File: src/rtl/mem_arbiter_if.sv
// Signal bundle between the fetch/load-store ports, the memory strobes and the
// shared data bus. The arbiter connects through the slave modport.
interface mem_arbiter_if;
  logic        if_req;
  logic [15:0] if_addr;
  logic [15:0] if_rdata;
  logic        if_valid;

  logic        dm_req;
  logic        dm_we;
  logic [15:0] dm_addr;
  logic [15:0] dm_wdata;
  logic [15:0] dm_rdata;
  logic        dm_valid;

  logic        mem_d_read;
  logic        mem_d_write;
  logic        mem_d_push;
  logic        mem_i_read;
  logic        mem_i_push;
  logic [15:0] mem_d_addr;
  logic [15:0] mem_i_addr;

  logic [15:0] bus_out;
  logic        bus_oe;
  logic [15:0] bus_in;
  logic        oob_err;

  modport slave (
    input  if_req, if_addr, dm_req, dm_we, dm_addr, dm_wdata, bus_in,
    output if_rdata, if_valid, dm_rdata, dm_valid,
    output mem_d_read, mem_d_write, mem_d_push, mem_i_read, mem_i_push,
    output mem_d_addr, mem_i_addr, bus_out, bus_oe, oob_err
  );

  modport master (
    output if_req, if_addr, dm_req, dm_we, dm_addr, dm_wdata, bus_in,
    input  if_rdata, if_valid, dm_rdata, dm_valid,
    input  mem_d_read, mem_d_write, mem_d_push, mem_i_read, mem_i_push,
    input  mem_d_addr, mem_i_addr, bus_out, bus_oe, oob_err
  );
endinterface

File: src/rtl/mem_arbiter.sv
// Round-robin arbiter sharing a single-port 16-bit memory between instruction
// fetch and load/store, sequencing read/push/write strobes and range-checking.
module mem_arbiter #(
  parameter int unsigned MEM_SIZE = 512
) (
  input logic          clk,
  input logic          rst_n,
  mem_arbiter_if.slave arb
);
  typedef enum logic [2:0] {IDLE, RD_ISSUE, RD_PUSH, WR, OOB} state_e;
  typedef enum logic {PORT_FETCH, PORT_DATA} port_e;

  state_e      state;
  port_e       cur_port;
  port_e       last_gnt;
  logic        we_q;

  logic [15:0] if_rdata_q;
  logic        if_valid_q;
  logic [15:0] dm_rdata_q;
  logic        dm_valid_q;
  logic        d_read_q, d_write_q, d_push_q, i_read_q, i_push_q;
  logic [15:0] d_addr_q, i_addr_q;
  logic [15:0] bus_out_q;
  logic        bus_oe_q;
  logic        oob_q;

  logic        if_elig, dm_elig, any_elig, pick_fetch;
  logic        gnt_store, gnt_oob;
  logic [15:0] gnt_addr;

  // A port whose valid is high this cycle has just completed; its req is stale.
  assign if_elig    = arb.if_req && !if_valid_q;
  assign dm_elig    = arb.dm_req && !dm_valid_q;
  assign any_elig   = if_elig || dm_elig;
  assign pick_fetch = if_elig && (!dm_elig || last_gnt == PORT_DATA);
  assign gnt_addr   = pick_fetch ? arb.if_addr : arb.dm_addr;
  assign gnt_store  = !pick_fetch && arb.dm_we;
  assign gnt_oob    = 32'(gnt_addr) >= MEM_SIZE;

  // NOTE: state and registered outputs use non-blocking assignments so every
  // register samples the pre-edge values regardless of statement order.
  always_ff @(posedge clk or negedge rst_n) begin
    if (!rst_n) begin
      state      <= IDLE;
      cur_port   <= PORT_FETCH;
      last_gnt   <= PORT_DATA;
      we_q       <= 1'b0;
      if_rdata_q <= '0;
      if_valid_q <= 1'b0;
      dm_rdata_q <= '0;
      dm_valid_q <= 1'b0;
      d_read_q   <= 1'b0;
      d_write_q  <= 1'b0;
      d_push_q   <= 1'b0;
      i_read_q   <= 1'b0;
      i_push_q   <= 1'b0;
      d_addr_q   <= '0;
      i_addr_q   <= '0;
      bus_out_q  <= '0;
      bus_oe_q   <= 1'b0;
      oob_q      <= 1'b0;
    end else begin
      // Strobes, addresses and valids are single-cycle unless re-set below.
      if_valid_q <= 1'b0;
      dm_valid_q <= 1'b0;
      d_read_q   <= 1'b0;
      d_write_q  <= 1'b0;
      d_push_q   <= 1'b0;
      i_read_q   <= 1'b0;
      i_push_q   <= 1'b0;
      d_addr_q   <= '0;
      i_addr_q   <= '0;
      bus_out_q  <= '0;
      bus_oe_q   <= 1'b0;

      case (state)
        IDLE: begin
          if (any_elig) begin
            cur_port <= pick_fetch ? PORT_FETCH : PORT_DATA;
            last_gnt <= pick_fetch ? PORT_FETCH : PORT_DATA;
            we_q     <= gnt_store;
            if (gnt_oob) begin
              state <= OOB;
            end else if (gnt_store) begin
              state     <= WR;
              d_write_q <= 1'b1;
              bus_oe_q  <= 1'b1;
              bus_out_q <= arb.dm_wdata;
              d_addr_q  <= gnt_addr;
            end else begin
              state <= RD_ISSUE;
              if (pick_fetch) begin
                i_read_q <= 1'b1;
                i_addr_q <= gnt_addr;
              end else begin
                d_read_q <= 1'b1;
                d_addr_q <= gnt_addr;
              end
            end
          end
        end

        RD_ISSUE: begin
          state <= RD_PUSH;
          if (cur_port == PORT_FETCH) i_push_q <= 1'b1;
          else                        d_push_q <= 1'b1;
        end

        RD_PUSH: begin
          state <= IDLE;
          if (cur_port == PORT_FETCH) begin
            if_rdata_q <= arb.bus_in;
            if_valid_q <= 1'b1;
          end else begin
            dm_rdata_q <= arb.bus_in;
            dm_valid_q <= 1'b1;
          end
        end

        WR: begin
          state      <= IDLE;
          dm_valid_q <= 1'b1;
        end

        OOB: begin
          // Out-of-range loads return zero; out-of-range stores are dropped.
          state <= IDLE;
          oob_q <= 1'b1;
          if (cur_port == PORT_FETCH) begin
            if_rdata_q <= '0;
            if_valid_q <= 1'b1;
          end else begin
            if (!we_q) dm_rdata_q <= '0;
            dm_valid_q <= 1'b1;
          end
        end

        default: state <= IDLE;
      endcase
    end
  end

  assign arb.if_rdata    = if_rdata_q;
  assign arb.if_valid    = if_valid_q;
  assign arb.dm_rdata    = dm_rdata_q;
  assign arb.dm_valid    = dm_valid_q;
  assign arb.mem_d_read  = d_read_q;
  assign arb.mem_d_write = d_write_q;
  assign arb.mem_d_push  = d_push_q;
  assign arb.mem_i_read  = i_read_q;
  assign arb.mem_i_push  = i_push_q;
  assign arb.mem_d_addr  = d_addr_q;
  assign arb.mem_i_addr  = i_addr_q;
  assign arb.bus_out     = bus_out_q;
  assign arb.bus_oe      = bus_oe_q;
  assign arb.oob_err     = oob_q;
endmodule

File: src/flat_wrapper.sv
// flat-port wrapper written by rule: the top's interface ports become plain ports
module mem_arbiter_flat 
#(
  parameter int unsigned MEM_SIZE = 512
)
  (clk, rst_n, arb_if_req, arb_if_addr, arb_dm_req, arb_dm_we, arb_dm_addr, arb_dm_wdata, arb_bus_in, arb_if_rdata, arb_if_valid, arb_dm_rdata, arb_dm_valid, arb_mem_d_read, arb_mem_d_write, arb_mem_d_push, arb_mem_i_read, arb_mem_i_push, arb_mem_d_addr, arb_mem_i_addr, arb_bus_out, arb_bus_oe, arb_oob_err);
  mem_arbiter_if arb_i ();
  input logic clk;
  input logic rst_n;
  input wire logic [$bits(arb_i.if_req)-1:0] arb_if_req;
  input wire logic [$bits(arb_i.if_addr)-1:0] arb_if_addr;
  input wire logic [$bits(arb_i.dm_req)-1:0] arb_dm_req;
  input wire logic [$bits(arb_i.dm_we)-1:0] arb_dm_we;
  input wire logic [$bits(arb_i.dm_addr)-1:0] arb_dm_addr;
  input wire logic [$bits(arb_i.dm_wdata)-1:0] arb_dm_wdata;
  input wire logic [$bits(arb_i.bus_in)-1:0] arb_bus_in;
  output wire logic [$bits(arb_i.if_rdata)-1:0] arb_if_rdata;
  output wire logic [$bits(arb_i.if_valid)-1:0] arb_if_valid;
  output wire logic [$bits(arb_i.dm_rdata)-1:0] arb_dm_rdata;
  output wire logic [$bits(arb_i.dm_valid)-1:0] arb_dm_valid;
  output wire logic [$bits(arb_i.mem_d_read)-1:0] arb_mem_d_read;
  output wire logic [$bits(arb_i.mem_d_write)-1:0] arb_mem_d_write;
  output wire logic [$bits(arb_i.mem_d_push)-1:0] arb_mem_d_push;
  output wire logic [$bits(arb_i.mem_i_read)-1:0] arb_mem_i_read;
  output wire logic [$bits(arb_i.mem_i_push)-1:0] arb_mem_i_push;
  output wire logic [$bits(arb_i.mem_d_addr)-1:0] arb_mem_d_addr;
  output wire logic [$bits(arb_i.mem_i_addr)-1:0] arb_mem_i_addr;
  output wire logic [$bits(arb_i.bus_out)-1:0] arb_bus_out;
  output wire logic [$bits(arb_i.bus_oe)-1:0] arb_bus_oe;
  output wire logic [$bits(arb_i.oob_err)-1:0] arb_oob_err;
  assign arb_i.if_req = arb_if_req;
  assign arb_i.if_addr = arb_if_addr;
  assign arb_i.dm_req = arb_dm_req;
  assign arb_i.dm_we = arb_dm_we;
  assign arb_i.dm_addr = arb_dm_addr;
  assign arb_i.dm_wdata = arb_dm_wdata;
  assign arb_i.bus_in = arb_bus_in;
  assign arb_if_rdata = arb_i.if_rdata;
  assign arb_if_valid = arb_i.if_valid;
  assign arb_dm_rdata = arb_i.dm_rdata;
  assign arb_dm_valid = arb_i.dm_valid;
  assign arb_mem_d_read = arb_i.mem_d_read;
  assign arb_mem_d_write = arb_i.mem_d_write;
  assign arb_mem_d_push = arb_i.mem_d_push;
  assign arb_mem_i_read = arb_i.mem_i_read;
  assign arb_mem_i_push = arb_i.mem_i_push;
  assign arb_mem_d_addr = arb_i.mem_d_addr;
  assign arb_mem_i_addr = arb_i.mem_i_addr;
  assign arb_bus_out = arb_i.bus_out;
  assign arb_bus_oe = arb_i.bus_oe;
  assign arb_oob_err = arb_i.oob_err;
  mem_arbiter #(.MEM_SIZE(MEM_SIZE)) u_core (.clk(clk), .rst_n(rst_n), .arb(arb_i));
endmodule
File: config.mk
export PLATFORM = sky130hd
export DESIGN_NAME = mem_arbiter_flat
export DESIGN_NICKNAME = d
export VERILOG_FILES = /design/src/rtl/mem_arbiter_if.sv /design/src/rtl/mem_arbiter.sv /design/src/flat_wrapper.sv
export SDC_FILE = /design/constraint.sdc
export NUM_CORES = 1
export LEC_CHECK = 0
export CORE_MARGIN = 2
export CORE_UTILIZATION = 44
export DETAILED_ROUTE_END_ITERATION = 12
export PLACE_DENSITY = 0.85
export SLEW_MARGIN = 10
export SYNTH_ARGS = -nofsm -noshare
export SYNTH_HDL_FRONTEND = slang
export SYNTH_SLANG_ARGS = --single-unit
export TNS_END_PERCENT = 100
File: constraint.sdc
create_clock -name clk -period 4.1 [get_ports clk]
set_input_delay 0.82 -clock clk [delete_from_list [all_inputs] [get_ports clk]]
set_output_delay 0.82 -clock clk [all_outputs]
set_load 0.03 [all_outputs]
; Word level (Yosys, flattened, before mapping)
; Index checks and enable logic that the tools add are counted.
[op_classes]
order_cmp = 1
n_eq_ne = 10
mux = 46
n_reduce_logical = 16
[ops]
columns = op, n
row1 = 16-bit 2-to-1 mux, 20
row2 = 16-bit case mux with 2 select lines, 2
row3 = 1-bit 2-to-1 mux, 19
row4 = 16-bit by 10-bit greater-or-equal comparator with 1-bit output (second input constant), 1
row5 = 3-bit by 2-bit equality test with 1-bit output (second input constant), 2
row6 = 3-bit 2-to-1 mux, 2
row7 = 2-bit by 1-bit inequality test with 1-bit output (second input constant), 3
row8 = 2-bit inequality test (second input constant), 3
row9 = 3-bit case mux with 2 select lines, 1
row10 = 1-bit logical AND, 4
row11 = 1-bit logical NOT, 4
row12 = 4-bit AND reduction, 1
row13 = 3-bit by 1-bit equality test with 1-bit output (second input constant), 1
row14 = 3-bit equality test (second input constant), 1
row15 = 3-bit logical NOT, 1
row16 = 3-bit AND reduction, 1
row17 = 1-bit logical OR, 2
row18 = 2-bit 2-to-1 mux, 1
row19 = 1-bit case mux with 2 select lines, 1
row20 = 2-bit AND reduction, 1
row21 = 2-bit nonzero test, 1
row22 = 2-bit OR reduction, 1
[totals]
regBits = 94
input_bits = 69
out_inout_bits = 89
wordCells = 90

; Logic depth before layout (Yosys ltp)
; Gate-level depths: netlist (run 1).
[depth]
ltp_word = 11
depth_mapped = 6
ltp_nobuf = 4

; Least setup slack after synthesis (run 1)
; No wires, ideal clock.
[synth_timing]
kind = input port to flip-flop
from = input arb_dm_addr[12]
to = register u_core.bus_out_q[10], in the netlist u_core.arb.bus_out[10]
setup_ps = 66
t_arrival_ps = 1776
required_time_ps = 4034
path_slack_ps = 2259
stages = 5
n_path_buf = 1
path_cell_list = nor4_2 > o311ai_2 > a21oi_4 > buf_6 > and2_1
[synth_via]
elab_chain_cells = 5
[synth_rtl]
columns = item, line_no
row1 = from (decl), flat_wrapper.sv:14  ; input wire logic [$bits(arb_i.dm_addr)-1:0] arb_dm_addr;
row2 = 16-bit 2-to-1 mux, mem_arbiter.sv:37  ; assign gnt_addr = pick_fetch ? arb.if_addr : arb.dm_addr;
row3 = 16-bit by 10-bit greater-or-equal comparator with 1-bit output, mem_arbiter.sv:39  ; assign gnt_oob = 32'(gnt_addr) >= MEM_SIZE;
row4 = 16-bit 2-to-1 mux, mem_arbiter.sv:83  ; if (gnt_oob) begin
row5 = 16-bit 2-to-1 mux, mem_arbiter.sv:79  ; if (any_elig) begin
row6 = 16-bit 2-to-1 mux, mem_arbiter.sv:77  ; case (state)
row7 = to (signal assigned), mem_arbiter.sv:89  ; bus_out_q <= arb.dm_wdata;
row8 = to (decl), mem_arbiter.sv:24  ; logic [15:0] bus_out_q;
; No other way between the ends.
; A chain may end at the register's enable or synchronous reset.

; Worst setup path after layout (run 1)
[layout_timing]
from = register u_core.if_valid_q, in the netlist u_core.arb.if_valid
to = output arb_if_valid
[layout_lines]
columns = item, line_no
row1 = from (decl), mem_arbiter.sv:19  ; logic if_valid_q;
row2 = from (signal assigned), mem_arbiter.sv:50  ; if_valid_q <= 1'b0;
row3 = from (signal assigned), mem_arbiter.sv:65  ; if_valid_q <= 1'b0;
row4 = from (signal assigned), mem_arbiter.sv:114  ; if_valid_q <= 1'b1;
row5 = to (decl), flat_wrapper.sv:18  ; output wire logic [$bits(arb_i.if_valid)-1:0] arb_if_valid;
; No word-level cell between the ends.

==> results of run 1 <==
-- sequential cells by signal, summed over array words and instances (netlist names), 3 cells and up --
signal,count
u_core.arb.bus_out,16
u_core.arb.dm_rdata,16
u_core.arb.if_rdata,16
u_core.arb.mem_d_addr,16
u_core.arb.mem_i_addr,16
u_core.state,3
-- power groups by stage --
stage	combinational [mW]	clock (mW)	sequential (mW)
floorplan	0.244	0	1.26
global placement	0.686	0	1.11
detailed placement	0.708	0	1.11
CTS	0.710	0.747	1.09
global route	0.754	0.780	1.11
finish	0.702	0.729	1.09
-- through the flow --
step | area [um^2] | total power [mW] | setup slack, ns | hold WS, ns
after floorplan | 3380 | 1.51 | 2.26 | 0.442
after global placement | 5020 | 1.79 | 1.68 | 0.462
after detailed placement | 5020 | 1.82 | 1.63 | 0.466
after CTS | 5260 | 2.55 | 1.78 | 0.489
after global routing | 5270 | 2.64 | 1.76 | 0.509
final | 5270 | 2.53 | 1.82 | 0.486
-- worst max-delay path by stage --
stage / from / end / cells past startpoint
finish: u_core.arb.if_valid / arb_if_valid / 1
global route: u_core.arb.if_valid / arb_if_valid / 1
CTS: u_core.arb.if_valid / arb_if_valid / 1
detailed placement: arb_dm_req / u_core.arb.bus_out[12] / 5
global placement: arb_dm_addr[12] / u_core.arb.bus_out[11] / 5
floorplan: arb_dm_addr[12] / u_core.arb.bus_out[10] / 5
-- cell type report --
cell class | instances | area (um^2) | share of cell area
clock buffer | 11 | 141 | 0.0268
clock inverter | 5 | 106 | 0.0202
inverter | 4 | 15.0 | 0.00285
multi-input combinational | 158 | 955 | 0.181
sequential | 94 | 2350 | 0.447
tap | 99 | 124 | 0.0235
timing repair buffer | 157 | 1570 | 0.299
-- synthesized netlist by cell type --
library cell | n | area, um^2
a21oi_1 | 3 | 15.0
nand3b_1 | 1 | 7.51
a211o_1 | 1 | 8.76
nor3_1 | 3 | 15.0
buf_4 | 2 | 15.0
nand4_1 | 1 | 6.26
and2b_1 | 1 | 7.51
nand2_1 | 37 | 139
and3_1 | 1 | 6.26
nand2b_1 | 6 | 37.5
nor2b_1 | 1 | 6.26
a31o_2 | 1 | 8.76
nor3_2 | 2 | 20.0
buf_6 | 1 | 11.3
o21ai_4 | 1 | 16.3
o21ai_0 | 12 | 60.1
buf_2 | 3 | 15.0
o311ai_2 | 1 | 16.3
clkbuf_1 | 3 | 11.3
nor2_1 | 7 | 26.3
dfrtp_1 | 93 | 2330
o21ai_1 | 5 | 25.0
and2_1 | 35 | 219
buf_1 | 1 | 3.75
inv_1 | 4 | 15.0
dfstp_2 | 1 | 26.3
a22o_1 | 16 | 140
or2_2 | 1 | 6.26
nor4_2 | 1 | 12.5
nor3b_2 | 1 | 12.5
a21oi_4 | 1 | 16.3
nor4_4 | 1 | 21.3
nand4b_4 | 1 | 23.8
nor3_4 | 1 | 16.3
conb_1 | 1 | 3.75
o22ai_1 | 1 | 6.26
nor4_1 | 1 | 6.26
-- per-layer routing --
metal,track usage,part of all wire
met3,0.0680,0.082
met1,0.219,0.38
met4,0.0644,0.014
met2,0.332,0.52
met5,0,0
-- logic make-up after synthesis --
family	synth area share
AND/OR/NAND/NOR	0.177
flip-flops	0.707
AO/OA/AOI/OAI	0.0939
buffers and inverters	0.0214
other	0.00113
==> flow_metrics.py, run 1 <==
metrics = {
    "synthesis": {
        "yosysSeqAreaShare": 0.707,
        "yosysWarnings": 0,
        "ys_types": 37,
        "syn_area_mm2": 0.00333,
        "synth_cells": 253,
        "ys_ff_latch": 94,
        "synth.avg_cell_area_um2": 13.2,
    },
    "grt": {
        "grt_overflow": 0,
        "first_global_vias": 2546,
        "grt_start_max_net_pins": 95,
        "antenna_found_initial": 0,
        "grt_use_total": 0.191,
        "grt_first_pass_wirelength_mm": 12.5,
    },
    "critical_path": {
        "cp_cell_sequence": "clkdlybuf4s50_1",
        "timing.rr.end": "u_core.arb.dm_rdata[12]",
        "rr_startpoint": "u_core.state[0]",
        "startpoint_type": "flip-flop",
        "crit_arrival_ns": 1.46,
        "slowest_delay_ns": 0.70,
        "r2r_slack_ns": 2.23,
        "slowest_stage": "clkdlybuf4s50_1",
        "path_buf_inv": 1,
        "worstPathRequired_ns": 3.28,
        "cp-end-kind": "primary output",
        "critPathKind": "reg -> out",
        "r2r_cells": 3,
        "cp_max_fo": 5,
        "cp_top_family": "buffers and inverters",
    },
    "timing": {
        "rsz0062_at_grt": "no",
        "worst_pin_slew_ns": 1.12,
        "final-max-slew-violation-count": 0,
        "hold_viol_final": 0,
        "slew_headroom": 0.254,
        "period_share": 0.557,
        "setup_viol": 0,
        "fin_skew_ns": 0.00728,
        "fin_tns_setup_ns": 0,
        "fmax_mhz": 438,
        "fin_crit_ns": 2.28,
    },
    "finish": {
        "diodes": 0,
        "final_common_cell": "clkdlybuf4s50_1",
        "area_growth_pct": 58.2,
        "finalCoreUtilization": 0.722,
        "final_cell_mix": "156 x clkdlybuf4s50_1, 93 x dfrtp_1, 37 x nand2_1, 35 x and2_1, 16 x a22o_1",
        "fill_cells": 541,
        "fin_cells": 528,
        "drive_above_1_share": 0.0676,
        "fin_nets": 493,
    },
    "floorplan": {
        "start_util": 0.457,
        "io_pins": 158,
        "dieWidth_um": 91.0,
        "die_height_um": 91.0,
        "die_area_mm2": 0.00828,
        "core_mm2": 0.00729,
        "rows": 31,
    },
    "power": {
        "clkPwrFrac": 0.289,
        "combinationalPowerShare": 0.278,
        "p_sw_uw": 795,
        "p_seq_frac": 0.433,
        "pwr_density_cell_mw_per_mm2": 479,
        "intPower_mw": 1.73,
        "ir_worst_vdd_mv": 0.313,
        "sw_frac_of_total": 0.315,
        "leakagePower_nw": 2.40,
    },
    "clock_tree": {
        "cts_hold_buf": 0,
        "cts_resized": 0,
        "numCtsBuffers": 9,
        "htree_levels": 3,
        "path_clk_slew_ns": 0.09,
        "cts_buffer_depth": 2,
        "numClockSinks": 94,
        "cts_setup_buffers": 0,
        "cts_tree": "built",
        "clk_latency_ns": 0.34,
        "cts_root_buf": "clkbuf_8",
    },
    "detailed_routing": {
        "ant_nets": 0,
        "via_count": 2476,
        "drcViolationCount": 0,
        "first_iter_violations": 66,
        "routed_wl_mm": 7.67,
        "drtPass1Iterations": 4,
        "wl_per_cell_um": 14.5,
        "viasPerCell": 4.69,
    },
    "hold_path": {
        "min_path_cells": 2,
        "hold_path_startpoint": "u_core.arb.if_rdata[11]",
        "hold_class": "reg -> reg",
        "whs_endpoint": "u_core.arb.if_rdata[11]",
    },
    "place": {
        "dp_hpwl_mm": 5.65,
        "io_buffers": 157,
        "gp_congestion": 0.814,
        "dp.cells": 512,
    },
    "status": {
        "outcome": "completed",
    },
    "job": {
        "cap_violations": 0,
    },
}
(Power assumes the default switching activity.)
==> run 2: changes to the inputs <==
Settings changed: CORE_UTILIZATION 44 to 37, PLACE_DENSITY 0.85 to 0.77.
Clock period 4.1 ns to 2 ns, I/O delays scaled along.
==> run 2 against run 1 <==
  * Die area up 18%
  * Via count up 2.0%
  * Utilization down 11 points
  * Flip-flop and latch count unchanged
  * Critical path depth unchanged
  * Clock power up 84%
  * Sequential power up 110%
  * Critical path type unchanged
  * Largest power group unchanged
  * Highest routed layer unchanged
==> flow_metrics.py, run 2 (synthesis results as in run 1) <==
metrics = {
    "timing": {
        "hold_viol_final": 0,
        "fin_skew_ns": 0.00914,
        "holdWs_ns": 0.481,
        "period_share": 0.938,
        "final-max-slew-violation-count": 0,
        "fin_crit_ns": 1.88,
        "rsz0062_at_grt": "no",
        "fmax_mhz": 533,
        "setup_viol": 0,
        "slew_headroom": 0.395,
        "worst_pin_slew_ns": 0.907,
    },
    "floorplan": {
        "rows": 34,
        "io_pins": 158,
        "die_area_mm2": 0.00978,
        "core_mm2": 0.00872,
        "dieWidth_um": 98.9,
        "die_height_um": 98.9,
        "start_util": 0.382,
    },
    "clock_tree": {
        "cts_tree": "built",
        "cts_root_buf": "clkbuf_8",
        "path_clk_slew_ns": 0.08,
        "clk_latency_ns": 0.34,
        "numCtsBuffers": 9,
        "cts_buffer_depth": 2,
        "numClockSinks": 94,
        "htree_levels": 3,
    },
    "hold_path": {
        "hold_path_startpoint": "u_core.last_gnt",
        "hold_class": "reg -> reg",
        "min_path_cells": 2,
    },
    "detailed_routing": {
        "first_iter_violations": 115,
        "ant_nets": 0,
        "drtPass1Iterations": 4,
        "drcViolationCount": 0,
        "wl_per_cell_um": 14.4,
        "routed.top_layer": "met4",
        "viasPerCell": 4.64,
        "routed_wl_mm": 7.86,
        "met1_length_mm": 3.28,
        "wl_met3_um": 628,
        "via_count": 2525,
        "wl_met2_mm": 3.83,
    },
    "place": {
        "dp_hpwl_mm": 5.91,
        "gp_congestion": 0.800,
        "io_buffers": 157,
    },
    "grt": {
        "grt_first_pass_wirelength_mm": 13.0,
        "grt_use_total": 0.168,
        "first_global_vias": 2638,
        "antenna_found_initial": 0,
        "grt_overflow": 0,
        "grt_start_max_net_pins": 39,
    },
    "critical_path": {
        "r2r_cells": 3,
        "r2r_slack_ns": 0.25,
        "slowest_stage": "clkdlybuf4s50_1",
        "timing.rr.end": "u_core.arb.if_rdata[10]",
        "startpoint_type": "flip-flop",
        "crit_arrival_ns": 1.48,
        "cp_cell_sequence": "clkdlybuf4s50_1",
        "worst-path-stages": 1,
        "slowest_delay_ns": 0.72,
        "critPathKind": "reg -> out",
        "rr_startpoint": "u_core.state[2]",
        "cp_max_fo": 5,
        "cp_top_family": "buffers and inverters",
        "cp-end-kind": "primary output",
        "worstPathRequired_ns": 1.60,
        "path_buf_inv": 1,
        "crit_start": "u_core.arb.if_valid",
        "setup.worst_path.end": "arb_if_valid",
    },
    "status": {
        "outcome": "completed",
    },
    "finish": {
        "final_cell_mix": "156 x clkdlybuf4s50_1, 93 x dfrtp_1, 37 x nand2_1, 35 x and2_1, 16 x a22o_1",
        "drive_above_1_share": 0.0803,
        "finalCoreUtilization": 0.611,
        "diodes": 0,
        "fin_nets": 501,
        "final_common_cell": "clkdlybuf4s50_1",
        "area_growth_pct": 60.1,
    },
    "job": {
        "cap_violations": 0,
    },
    "power": {
        "ir_worst_vdd_mv": 0.382,
        "pwr_density_cell_mw_per_mm2": 948,
        "leakagePower_nw": 2.43,
    },
}
==> run 2: through the flow <==
step	TNS (ns)	setup slack, ns	power [mW]	area [um^2]	instances
floorplan	0	0.442	3.09	3380	266
global placement	0	0.0307	3.71	5100	528
detailed placement	-0.0161	-0.0161	3.76	5100	528
CTS	0	0.0664	5.11	5330	544
global route	0	0.0396	5.33	5330	544
finish	0	0.124	5.05	5330	544
==> run 2: cell type report <==
cell class                      count  area, um^2
Fill cell                         704        3390
Timing Repair Buffer              165        1660
Sequential cell                    94        2350
Multi-Input combinational cell    158         957
Clock buffer                       12         145
Clock inverter                      3        68.8
Inverter                            4        15.0
Tap cell                          108         135
==> run 2: report_power, final <==
| part | internal [mW] | leakage, nW | switching (mW) |
|---|---|---|---|
| Sequential | 2.11 | 1.25 | 0.137 |
| Combinational | 0.587 | 1.08 | 0.874 |
| Clock | 0.736 | 0.107 | 0.608 |
==> run 2: metal layers <==
metal  GRT usage  vias to the layer above
met5           0                        -
li1            -                     1183
met2       0.274                       99
met4      0.0674                        0
met3      0.0546                       11
met1       0.209                     1232
==> run 2: worst min path at each step <==
stage / endpoint
detailed placement: u_core.arb.mem_i_addr[11]
global route: u_core.last_gnt
global placement: u_core.arb.mem_i_addr[14]
finish: u_core.last_gnt
floorplan: u_core.arb.bus_out[0]
CTS: u_core.we_q
==> run 2: repair_timing <==
action	CTS	global route
endpoints found under the setup margin	0	16
hold endpoints to repair	12	0
gates resized for setup	0	1
buffers inserted	0	0
hold buffers	1	0
==> run 3: changes to the inputs <==
Settings changed: PLACE_DENSITY 0.77 to 0.85, SLEW_MARGIN 10 to default.
==> run 3 against run 2 <==
  * Maximum frequency fell by 1.6%
  * Clock skew grew 0.0045 ns
  * Sequential power about the same
  * Clock power about the same
  * Worst setup slack worse by 0.031 ns
  * Register-to-register slack hardly changed
  * Critical path type unchanged
  * Highest routed layer unchanged
==> flow_metrics.py, run 3 (synthesis results as in run 1) <==
metrics = {
    "clock_tree": {
        "htree_levels": 3,
        "cts_setup_buffers": 0,
        "path_clk_slew_ns": 0.10,
        "cts_tree": "built",
        "numCtsBuffers": 9,
        "numClockSinks": 94,
        "cts_root_buf": "clkbuf_8",
        "cts_buffer_depth": 2,
        "clk_latency_ns": 0.35,
    },
    "grt": {
        "first_global_vias": 2637,
        "grt_start_max_net_pins": 34,
        "grt_overflow": 0,
        "grt_use_total": 0.168,
        "grt_first_pass_wirelength_mm": 12.9,
        "antenna_found_initial": 0,
    },
    "power": {
        "leakagePower_nw": 2.42,
        "p_sw_mw": 1.71,
        "intPower_mw": 3.31,
        "p_seq_frac": 0.448,
        "combinationalPowerShare": 0.291,
        "ir_worst_vdd_mv": 0.447,
        "clkPwrFrac": 0.260,
        "sw_frac_of_total": 0.341,
        "pwr_density_cell_mw_per_mm2": 945,
    },
    "timing": {
        "rsz0062_at_grt": "no",
        "slew_headroom": 0.393,
        "fmax_mhz": 524,
        "worst_pin_slew_ns": 0.910,
        "final-max-slew-violation-count": 0,
        "hold_viol_final": 0,
        "period_share": 0.953,
        "fin_crit_ns": 1.91,
        "fin_tns_setup_ns": 0,
        "fin_ws_ns": 0.0930,
        "setup_viol": 0,
        "fin_skew_ns": 0.0136,
    },
    "place": {
        "gp_congestion": 0.785,
        "dpl-instance-area_mm2": 0.00509,
        "dp_hpwl_mm": 5.74,
        "io_buffers": 157,
        "post-place-ws_ns": -0.124,
    },
    "floorplan": {
        "start_util": 0.382,
        "die_height_um": 98.9,
        "rows": 34,
        "dieWidth_um": 98.9,
        "io_pins": 158,
        "core_mm2": 0.00872,
        "die_area_mm2": 0.00978,
    },
    "detailed_routing": {
        "viasPerCell": 4.57,
        "drtPass1Iterations": 4,
        "wl_per_cell_um": 14.1,
        "first_iter_violations": 83,
        "routed_wl_mm": 7.67,
        "via_count": 2481,
        "ant_nets": 0,
        "drcViolationCount": 0,
    },
    "critical_path": {
        "cp-end-kind": "primary output",
        "cp_cell_sequence": "clkdlybuf4s50_1",
        "cp_top_family": "buffers and inverters",
        "worstPathRequired_ns": 1.60,
        "startpoint_type": "flip-flop",
        "slowest_delay_ns": 0.72,
        "critPathKind": "reg -> out",
        "slowest_stage": "clkdlybuf4s50_1",
        "path_buf_inv": 1,
        "cp_max_fo": 5,
        "crit_arrival_ns": 1.51,
    },
    "status": {
        "outcome": "completed",
    },
    "finish": {
        "fin_nets": 499,
        "fill_cells": 697,
        "final_cell_mix": "156 x clkdlybuf4s50_1, 93 x dfrtp_1, 37 x nand2_1, 35 x and2_1, 16 x a22o_1",
        "final_common_cell": "clkdlybuf4s50_1",
        "drive_above_1_share": 0.0828,
        "finalCoreUtilization": 0.609,
        "fin_area_mm2": 0.00531,
        "diodes": 0,
        "area_growth_pct": 59.5,
    },
    "job": {
        "cap_violations": 0,
    },
    "hold_path": {
        "hold_class": "reg -> reg",
    },
}
-- run 3: cell count changes in the layout (fill, tap and decap cells not counted), sizes merged --
cell	delta
buf	-2
bufinv	-1
clkbuf	-3
clkinv	-1
clkinvlp	+1
inv	+5
-- run 3: worst paths after layout --
path	from	endpoint	slack, ns	cells after the start
setup / recovery	u_core.arb.if_valid	arb_if_valid	0.09	1
hold / removal	u_core.arb.oob_err	u_core.arb.oob_err	0.47	1
setup reg to reg	u_core.state[2]	u_core.arb.if_rdata[4]	0.24	3
hold reg to reg	u_core.arb.oob_err	u_core.arb.oob_err	0.47	1
max in group asynchronous	rst_n	u_core.arb.bus_out[3]	0.94	3
min in group asynchronous	rst_n	u_core.arb.dm_rdata[7]	0.53	2
-- run 3: repair_timing --
| action | 4_1_cts | 5_1_grt |
|---|---|---|
| hold buffers | 1 | 0 |
| endpoints found under the hold margin | 14 | 0 |
| setup endpoints to repair | 0 | 16 |
| gates resized for setup | 0 | 1 |
-- run 3: area by class of cell --
| type | instances | area (um^2) | area share |
|---|---|---|---|
| sequential | 94 | 2350 | 0.443 |
| timing repair buffer | 163 | 1640 | 0.309 |
| multi-input combinational | 158 | 957 | 0.180 |
| tap | 108 | 135 | 0.0254 |
| clock buffer | 9 | 124 | 0.0233 |
| clock inverter | 7 | 86.3 | 0.0163 |
| inverter | 4 | 15.0 | 0.00283 |
-- run 3: routing by layer --
| metal | track usage | vias up | routed length [um] |
|---|---|---|---|
| li1 | - | 1178 | - |
| met1 | 0.212 | 1185 | 3130 |
| met2 | 0.279 | 112 | 3830 |
| met3 | 0.0574 | 6 | 660 |
| met4 | 0.0432 | 0 | 55 |
| met5 | 0 | - | 0 |
-- run 3: power by group through the flow --
stage          clock network, mW  logic (mW)  registers, mW
2_1_floorplan                  0       0.500           2.59
3_3_place_gp                   0        1.43           2.28
3_5_place_dp                   0        1.47           2.29
4_1_cts                     1.35        1.48           2.25
5_1_grt                     1.43        1.59           2.28
6_report                    1.31        1.46           2.25
-- run 3: worst register-to-register path: stages, from the launching register on --
cell	delay [ns]
dfrtp_1	0.41
nand2b_1	0.19
a211o_1	0.75
o21ai_0	0.25
-- run 3: per-stage QoR --
step	total power, mW	std cells	hold WS, ns
3_3_place_gp	3.71	526	0.374
2_1_floorplan	3.09	266	0.104
3_5_place_dp	3.76	526	0.382
4_1_cts	5.09	543	0.475
5_1_grt	5.31	543	0.513
6_report	5.02	543	0.469
